$ cat config.mk
export PLATFORM = sky130hd
export DESIGN_NAME = bit_walk_path
export DESIGN_NICKNAME = d
export VERILOG_FILES = /design/src/rtl/bit_walk_path.sv
export SDC_FILE = /design/constraint.sdc
export NUM_CORES = 1
export LEC_CHECK = 0
export ABC_AREA = 1
export CAP_MARGIN = 5
export CORE_AREA = 2 2 67 63
export CTS_CLUSTER_DIAMETER = 80
export DETAILED_ROUTE_END_ITERATION = 16
export DIE_AREA = 0 0 69 65
export PLACE_DENSITY = 0.74
export SYNTH_ARGS = -nofsm -noshare
export SYNTH_HDL_FRONTEND = slang
export SYNTH_SLANG_ARGS = --single-unit
$ cat constraint.sdc
create_clock -name clk -period 5.7 [get_ports clk]
set_input_delay 1.14 -clock clk [delete_from_list [all_inputs] [get_ports clk]]
set_output_delay 1.14 -clock clk [all_outputs]
set_load 0.01 [all_outputs]
$ cat src/rtl/bit_walk_path.sv
// Walks a bit index s across register y, updating y by a selectable rule
// whenever the selected bit is set, then pulses done once the index would overflow.
module bit_walk_path #(
    parameter int W = 8,
    parameter int LIMIT = W - 2,
    localparam int SW = $clog2(W)
) (
    input  logic          clk,
    input  logic          rst_n,
    input  logic [W-1:0]  x,
    input  logic          start,
    input  logic [1:0]    mode,
    input  logic [SW-1:0] step,
    output logic [W-1:0]  y,
    output logic [SW-1:0] s,
    output logic          b,
    output logic [SW:0]   ones,
    output logic          busy,
    output logic          done,
    output logic          s_at_limit
);

    typedef enum logic [1:0] {
        IDLE = 2'd0,
        RUN  = 2'd1,
        DONE = 2'd2
    } state_t;

    // W is a power of two, so W itself is a one followed by SW zeros.
    localparam logic [SW:0]   W_C     = {1'b1, {SW{1'b0}}};
    localparam logic [SW-1:0] LIMIT_S = LIMIT[SW-1:0];
    localparam logic [SW-1:0] STEP1   = {{(SW-1){1'b0}}, 1'b1};
    localparam logic [W-1:0]  ONE_W   = {{(W-1){1'b0}}, 1'b1};
    localparam logic [SW:0]   ONE_C   = {{SW{1'b0}}, 1'b1};

    state_t        state_q, state_d;
    logic [W-1:0]  y_q, y_d;
    logic [SW-1:0] s_q, s_d;
    logic [SW:0]   ones_q, ones_d;
    logic [1:0]    mode_q, mode_d;
    logic [SW-1:0] step_q, step_d;
    logic          busy_q, busy_d;
    logic          done_q, done_d;

    logic [W-1:0]  s_ext;
    logic [SW:0]   sum;

    assign b          = y_q[s_q];
    assign s_at_limit = (s_q == LIMIT_S);
    assign s_ext      = {{(W-SW){1'b0}}, s_q};
    assign sum        = {1'b0, s_q} + {1'b0, step_q};

    always_comb begin
        state_d = state_q;
        y_d     = y_q;
        s_d     = s_q;
        ones_d  = ones_q;
        mode_d  = mode_q;
        step_d  = step_q;
        busy_d  = 1'b0;
        done_d  = 1'b0;
        unique case (state_q)
            IDLE: begin
                if (start) begin
                    y_d     = x;
                    s_d     = '0;
                    ones_d  = '0;
                    mode_d  = mode;
                    step_d  = (step == '0) ? STEP1 : step;
                    state_d = RUN;
                    busy_d  = 1'b1;
                end
            end
            RUN: begin
                busy_d = 1'b1;
                if (b) begin
                    unique case (mode_q)
                        2'd0:    y_d = y_q + s_ext;
                        2'd1:    y_d = y_q - s_ext;
                        2'd2:    y_d = y_q + ONE_W;
                        default: y_d = y_q;
                    endcase
                    ones_d = ones_q + ONE_C;
                end
                // The index stays on its last value when the next step would leave the word.
                if (sum < W_C) begin
                    s_d = sum[SW-1:0];
                end else begin
                    state_d = DONE;
                    busy_d  = 1'b0;
                    done_d  = 1'b1;
                end
            end
            DONE: begin
                state_d = IDLE;
            end
            default: begin
                state_d = IDLE;
            end
        endcase
    end

    always_ff @(posedge clk or negedge rst_n) begin
        if (!rst_n) begin
            state_q <= IDLE;
            y_q     <= '0;
            s_q     <= '0;
            ones_q  <= '0;
            mode_q  <= '0;
            step_q  <= STEP1;
            busy_q  <= 1'b0;
            done_q  <= 1'b0;
        end else begin
            state_q <= state_d;
            y_q     <= y_d;
            s_q     <= s_d;
            ones_q  <= ones_d;
            mode_q  <= mode_d;
            step_q  <= step_d;
            busy_q  <= busy_d;
            done_q  <= done_d;
        end
    end

    assign y    = y_q;
    assign s    = s_q;
    assign ones = ones_q;
    assign busy = busy_q;
    assign done = done_q;

endmodule
==> results of run 1 <==
final timing paths:
path | start | end | slack, ns | cells past startpoint
setup / recovery | s[0] | b | 2.62 | 6
hold / removal | step_q[0] | step_q[0] | 0.51 | 2
setup reg to reg | s[0] | y[4] | 3.21 | 12
hold reg to reg | step_q[0] | step_q[0] | 0.51 | 2
max in group asynchronous | rst_n | y[2] | 3.61 | 1
min in group asynchronous | rst_n | done | 1.44 | 1
cells by family after synthesis:
logic type,synth area share
adder cells (fa/ha/maj),0.148
buffers and inverters,0.0786
AO/OA/AOI/OAI,0.0703
XOR/XNOR,0.0146
AND/OR/NAND/NOR,0.354
flip-flops,0.335
sequential cells by signal (all words and copies together), names as in the netlist:
register and cells:
done 1, ones 4, y 8, state_q 2, step_q 3, busy 1
mode_q 2, s 3
worst reg2reg max path: stages (launching register included):
cell and delay (ns):
dfrtp_1 0.59, inv_4 0.08, ha_1 0.30, nand2_1 0.06, o21ai_0 0.18, fa_1 0.50, nand3_1 0.09, nand3_1 0.08
or2_2 0.27, nand3_1 0.07, nand2_1 0.06, nand2_1 0.07, nand2_1 0.05
Yosys cell counts (all sizes together):
master / instances
nand4: 5
nand3: 34
buf: 4
dfrtp: 23
nand3b: 1
nor2: 20
a21oi: 10
and2: 1
inv: 29
a31oi: 1
o21ai: 11
o211ai: 1
dfstp: 1
nand2: 78
fa: 2
or2: 1
ha: 18
xor2: 2
clkbuf: 1
xnor2: 1
a21o: 1
through the flow:
stage | hold WS, ns | instance area [µm²] | worst slack [ns] | power, mW | utilization
2_1_floorplan | 0.457 | 1800 | 3.45 | 0.177 | -
3_3_place_gp | 0.482 | 2170 | 2.97 | 0.192 | 0.563
5_1_grt | 0.573 | 2240 | 2.46 | 0.351 | 0.581
4_1_cts | 0.515 | 2240 | 2.63 | 0.344 | 0.581
3_5_place_dp | 0.494 | 2170 | 2.92 | 0.192 | 0.563
6_report | 0.511 | 2240 | 2.62 | 0.340 | 0.581
power breakdown:
part / switching (mW) / leakage (nW) / internal [mW] / total (mW)
Combinational: 0.00643 / 0.860 / 0.0106 / 0.0170
Sequential: 0.000608 / 0.267 / 0.171 / 0.171
Clock: 0.0580 / 0.0357 / 0.0940 / 0.152
per-layer routing:
| layer | part of all wire | vias to the layer above | GRT usage | routed length, µm |
|---|---|---|---|---|
| met3 | 0.044 | 6 | 0.0435 | 175 |
| met5 | 0 | - | 0 | 0 |
| met1 | 0.48 | 722 | 0.265 | 1920 |
| li1 | - | 860 | - | - |
| met4 | 0.018 | 0 | 0.0564 | 72 |
| met2 | 0.46 | 35 | 0.346 | 1850 |
area by class of cell:
cell class / instances / area share
multi-input combinational: 187 / 0.471
sequential: 24 / 0.269
timing repair buffer: 34 / 0.152
inverter: 29 / 0.0497
tap: 48 / 0.0268
clock buffer: 3 / 0.0184
clock inverter: 1 / 0.0134
==> out/results.ini, run 1 <==
[status]
status = complete, no violations

[cts]
cts_buffers = 3
cts_tree = done
cts_hold_buf = 0
clkTransAtPathRegs_ns = 0.09
clock_sinks = 24
post_cts_resize_count = 0
ctsHtreeMaxLevel = 1
clk-insertion-delay-late_ns = 0.27
clockBufferDepth = 2
post_cts_buffers = 0
root_buffer = clkbuf_8

[routing]
drt_iter0_markers = 82
dr_total_vias = 1623
post_drt_wl_per_cell_um = 12.3
drt-total-wl_um = 4020
antenna_left = 0
drc = 0
firstDrtPassIters = 4
vias_per_cell = 4.98

[global_routing]
grt_first_pass_wirelength_um = 7430
grt_max_degree = 26
antenna_found_initial = 0
first_global_vias = 1622
grt_util_all_layers = 0.204
grt_overflow_total = 0

[setup_path]
crit_path_start_kind = flip-flop
slowest_delay_ns = 0.59
path_buf_inv = 1
crit_type = reg2out
path_common_cell = nor2_1
cp.arrival_ns = 1.94
endpoint_kind = primary output
slowest_stage = dfrtp_1
crit_fanout = 11
required_ns = 4.56
cp_top_family = flip-flops
path_cells = nor2_1, nor2_1, o21ai_1, nand3_2, and2_1, clkdlybuf4s50_1

[finish]
drive_above_1_share = 0.0540
layout_common_cells = nand2_1, clkdlybuf4s50_1, nand3_1
multiInputGateArea_mm2 = 0.00105
regArea_um2 = 602
syn_to_final_growth_pct = 24.6
finalNonFillerCells = 326
fill_cells = 367
antenna_cells = 0
final_nets = 315
layout_commonest_cell = nand2_1

[synth]
yosysWarnings = 0
synth_top_area_share = 0.320
synth_cells = 245
synth-seq-area-share = 0.335
synth_area_per_cell_um2 = 7.34
synth_area_leader_cell = dfrtp_1
yosys.cell_types.count = 30
synth.net_count = 281
ys_ff_latch = 24
synth_area_leaders = dfrtp_1, nand2_1, ha_1
netlist_area_mm2 = 0.00180

[placement]
gp_congestion = 0.863
portBuffers = 34
dpl.hpwl_um = 3030
dp.cells = 322

[die]
initial_core_util = 0.467
ios = 35
die_area_mm2 = 0.00449
core-area_mm2 = 0.00385
fp-row-count = 22
die_h_um = 65
die-width_um = 69

[sta]
period_share = 0.540
tightest_slew_ns = 1.08
period_minus_slack_ns = 3.08
max_freq_mhz = 325
timing.setup.tns_ns = 0
maxSlewViolCount = 0
skew_ns = 0.00776
finalSetupViolCount = 0
timing_hold_violations_final = 0
relSlewSlack = 0.280
rsz0062_at_grt = no

[run]
drv_cap = 0

[pwr]
p_leak_nw = 1.16
max-vdd-ir-drop_uv = 95.8
powerDensity_mw_per_mm2 = 152

[min_path]
min_path_type = reg2reg

Note: power is estimated with default switching activity, not from simulation.
==> run 2, diff against run 1 <==
==> constraint.sdc (replaced) <==
create_clock -name clk -period 3 [get_ports clk]
set_input_delay 0.6 -clock clk [delete_from_list [all_inputs] [get_ports clk]]
set_output_delay 0.6 -clock clk [all_outputs]
set_load 0.01 [all_outputs]
==> out/results.ini, run 2 (synthesized netlist as in run 1, its figures left out) <==
[run]
drv_cap = 0

[finish]
syn_to_final_growth_pct = 23.9
layout_common_cells = nand2_1, clkdlybuf4s50_1, nand3_1
finalNonFillerCells = 328
regArea_um2 = 602
antenna_cells = 0
layout_commonest_cell = nand2_1
fill_cells = 370
largest_register_ffs = 8
multiInputGateArea_mm2 = 0.00105
final_nets = 317
drive_above_1_share = 0.0571

[routing]
drt-total-wl_um = 4130
firstDrtPassIters = 5
drc = 0
antenna_left = 0
dr_total_vias = 1664
drt_iter0_markers = 122
vias_per_cell = 5.07
post_drt_wl_per_cell_um = 12.6

[global_routing]
first_global_vias = 1479
antenna_found_initial = 0
grt_overflow_total = 0
grt_use_met3 = 0.0342
grt_first_pass_wirelength_um = 7180
grt_max_degree = 25
use_met2 = 0.338
met1_usage = 0.269
grt_util_all_layers = 0.198
busiest_layer = met2

[cts]
clockBufferDepth = 2
cts_buffers = 3
cts_hold_buf = 0
clk-insertion-delay-late_ns = 0.27
root_buffer = clkbuf_8
ctsHtreeMaxLevel = 1
post_cts_buffers = 0
clkTransAtPathRegs_ns = 0.09
cts_tree = done
clock_sinks = 24
post_cts_resize_count = 0

[die]
die_h_um = 65
core-area_mm2 = 0.00385
die_area_mm2 = 0.00449
initial_core_util = 0.467
ios = 35
fp-row-count = 22
die-width_um = 69

[sta]
finalSetupViolCount = 0
timing_hold_violations_final = 0
rsz0062_at_grt = no
maxSlewViolCount = 0
period_share = 0.858
max_freq_mhz = 388
tightest_slew_ns = 0.444
period_minus_slack_ns = 2.57
skew_ns = 0.00864
timing.setup.tns_ns = 0
relSlewSlack = 0.703

[pwr]
max-vdd-ir-drop_uv = 216
powerDensity_mw_per_mm2 = 252
p_leak_nw = 1.16

[status]
status = complete, no violations

[setup_path]
crit_fanout = 9
crit_path_start_kind = flip-flop
endpoint_kind = primary output
crit_type = reg2out
required_ns = 2.40
cp.arrival_ns = 1.97

[placement]
portBuffers = 34
dp.cells = 324
dpl.hpwl_um = 3100
gp_congestion = 0.899

[min_path]
min_path_type = reg2reg

run 2: changes by cell type in the layout (fill, tap and decap cells not counted), sizes merged:
cell | before | now
bufinv | 1 | 0
buf | 0 | 2
clkbuf | 3 | 4
run 2: worst paths after layout:
kind,start,end,slack [ns],cells after the start
max in group asynchronous,rst_n,step_q[0],2.03,2
min in group asynchronous,rst_n,step_q[2],0.68,2
hold / removal,step_q[2],step_q[2],0.50,2
hold reg to reg,step_q[2],step_q[2],0.50,2
setup reg to reg,s[1],y[4],0.58,12
setup / recovery,s[1],b,0.43,6
run 2: where the power goes:
part / internal, mW / switching [mW]
Sequential: 0.324 / 0.00130
Clock: 0.0949 / 0.109
Combinational: 0.0210 / 0.0126
run 2: per-stage QoR:
stage	power, mW	setup slack [ns]	hold slack, ns	cell area, µm²	utilization
floorplan	0.336	0.771	0.304	1800	-
global placement	0.366	0.625	0.477	2180	0.567
detailed placement	0.366	0.590	0.484	2180	0.567
CTS	0.567	0.424	0.504	2230	0.578
global route	0.591	0.275	0.525	2230	0.578
finish	0.562	0.425	0.499	2230	0.578
run 2: layer usage:
metal | vias to the layer above | wire (µm) | share of wire
met5 | - | 0 | 0
met4 | 0 | 30 | 0.0073
met3 | 2 | 154 | 0.037
met2 | 34 | 1940 | 0.47
met1 | 767 | 2010 | 0.49
li1 | 861 | - | -
run 2: final cells by class:
| type | count | area share |
|---|---|---|
| clock buffer | 4 | 0.0202 |
| inverter | 29 | 0.0500 |
| multi-input combinational | 187 | 0.473 |
| sequential | 24 | 0.270 |
| tap | 48 | 0.0270 |
| timing repair buffer | 36 | 0.159 |
run 2: worst max-delay path, stage by stage (launching register included):
cell             delay, ns
dfrtp_1               0.57
inv_2                 0.11
nor2_1                0.12
nand2_1               0.07
nand3_2               0.12
and2_1                0.18
clkdlybuf4s50_1       0.54
==> run 3, diff against run 2 <==
--- a/config.mk
+++ b/config.mk
@@ -11,6 +11,7 @@
 export CTS_CLUSTER_DIAMETER = 80
 export DETAILED_ROUTE_END_ITERATION = 16
 export DIE_AREA = 0 0 69 65
+export GPL_ROUTABILITY_DRIVEN = 0
 export PLACE_DENSITY = 0.74
 export SYNTH_ARGS = -nofsm -noshare
 export SYNTH_HDL_FRONTEND = slang
==> out/results.ini, run 3 (synthesized netlist as in run 1, its figures left out) <==
[die]
fp-row-count = 22
initial_core_util = 0.467
die_h_um = 65
die_area_mm2 = 0.00449
die-width_um = 69
ios = 35
core-area_mm2 = 0.00385

[cts]
post_cts_resize_count = 0
cts_hold_buf = 0
post_cts_buffers = 0
clockBufferDepth = 2
clock_sinks = 24
ctsHtreeMaxLevel = 1
cts_tree = done
root_buffer = clkbuf_8
cts_buffers = 3
clkTransAtPathRegs_ns = 0.09
clk-insertion-delay-late_ns = 0.28

[placement]
portBuffers = 34
dpl.hpwl_um = 3120
dp.cells = 324
placed_area_mm2 = 0.00218

[sta]
skew_ns = 0.00534
timing.setup.tns_ns = 0
relSlewSlack = 0.655
tightest_slew_ns = 0.515
period_share = 0.849
max_freq_mhz = 392
maxSlewViolCount = 0
timing_hold_violations_final = 0
finalSetupViolCount = 0
period_minus_slack_ns = 2.55
rsz0062_at_grt = no

[global_routing]
grt_max_degree = 17
grt_first_pass_wirelength_um = 7260
first_global_vias = 1558
grt_util_all_layers = 0.202
antenna_found_initial = 0
grt_overflow_total = 0

[run]
drv_cap = 0

[routing]
drt_iter0_markers = 83
vias_per_cell = 5.09
drc = 0
antenna_left = 0
firstDrtPassIters = 4
post_drt_wl_per_cell_um = 12.7
dr_total_vias = 1669
drt-total-wl_um = 4160

[pwr]
p_seq_frac = 0.501
p_leak_nw = 1.17
powerDensity_mw_per_mm2 = 288
max-vdd-ir-drop_uv = 235
power.switching_uw = 126
intPower_uw = 524
p_sw_frac = 0.194
clock_power_share = 0.447
p_comb_frac = 0.052

[finish]
final_nets = 317
finalNonFillerCells = 328
largest_register_ffs = 8
drive_above_1_share = 0.0607
layout_commonest_cell = nand2_1
fill_cells = 374
stdcell_area_mm2 = 0.00225
syn_to_final_growth_pct = 25.4
antenna_cells = 0
layout_common_cells = nand2_1, clkdlybuf4s50_1, nand3_1

[setup_path]
crit_fanout = 11
cp.arrival_ns = 1.95
crit_path_start_kind = flip-flop
required_ns = 2.40
crit_type = reg2out
endpoint_kind = primary output

[status]
status = complete, no violations

[min_path]
min_path_type = reg2reg

## run 3: cell types whose count changed in the layout (fill, tap and decap cells not counted), sizes merged
cell | before | now
clkbuf | 4 | 3
bufinv | 0 | 1
## run 3: final cells by class
class                           instances  area (µm²)  area share
Clock buffer                            3        41.3      0.0183
Sequential cell                        24         602       0.267
Multi-Input combinational cell        187        1050       0.468
Inverter                               29         111      0.0494
Timing Repair Buffer                   36         355       0.158
Clock inverter                          1        30.0      0.0133
Tap cell                               48        60.1      0.0266
## run 3: metal layers
layer	global-route usage	routed length (µm)	part of all wire	vias up
li1	-	-	-	867
met1	0.267	2000	0.48	756
met2	0.338	1910	0.46	39
met3	0.0451	186	0.045	7
met4	0.0515	51	0.012	0
met5	0	0	0	-
## run 3: power by group through the flow
stage | clock (mW) | sequential, mW | combinational, mW
after global routing | 0.312 | 0.325 | 0.0377
after global placement | 0 | 0.332 | 0.0343
after CTS | 0.299 | 0.325 | 0.0346
after floorplan | 0 | 0.332 | 0.00425
after detailed placement | 0 | 0.332 | 0.0345
final | 0.290 | 0.325 | 0.0338
## run 3: worst max-delay path: stages, from the launching register on
cell             delay [ns]
dfrtp_1                0.59
nor2_1                 0.09
nor2_1                 0.09
o21ai_1                0.08
nand3_2                0.11
and2_1                 0.17
clkdlybuf4s50_1        0.54
## run 3: per-stage QoR
stage	util	worst slack, ns	hold slack (ns)	power (mW)
finish	0.585	0.452	0.499	0.649
global route	0.585	0.298	0.539	0.675
CTS	0.585	0.430	0.508	0.658
detailed placement	0.567	0.624	0.488	0.366
global placement	0.567	0.629	0.479	0.366
floorplan	-	0.771	0.304	0.336
## run 3: path summary, 6_finish.rpt
kind                            startpoint        end  slack, ns  cells after the start
worst max register to register        s[0]       y[4]       0.59                     13
max in group asynchronous            rst_n  step_q[0]       1.69                      2
worst min-delay path             step_q[2]  step_q[2]       0.50                      2
worst min register to register   step_q[2]  step_q[2]       0.50                      2
worst max-delay path                  s[0]          b       0.45                      6
min in group asynchronous            rst_n       y[2]       0.66                      1
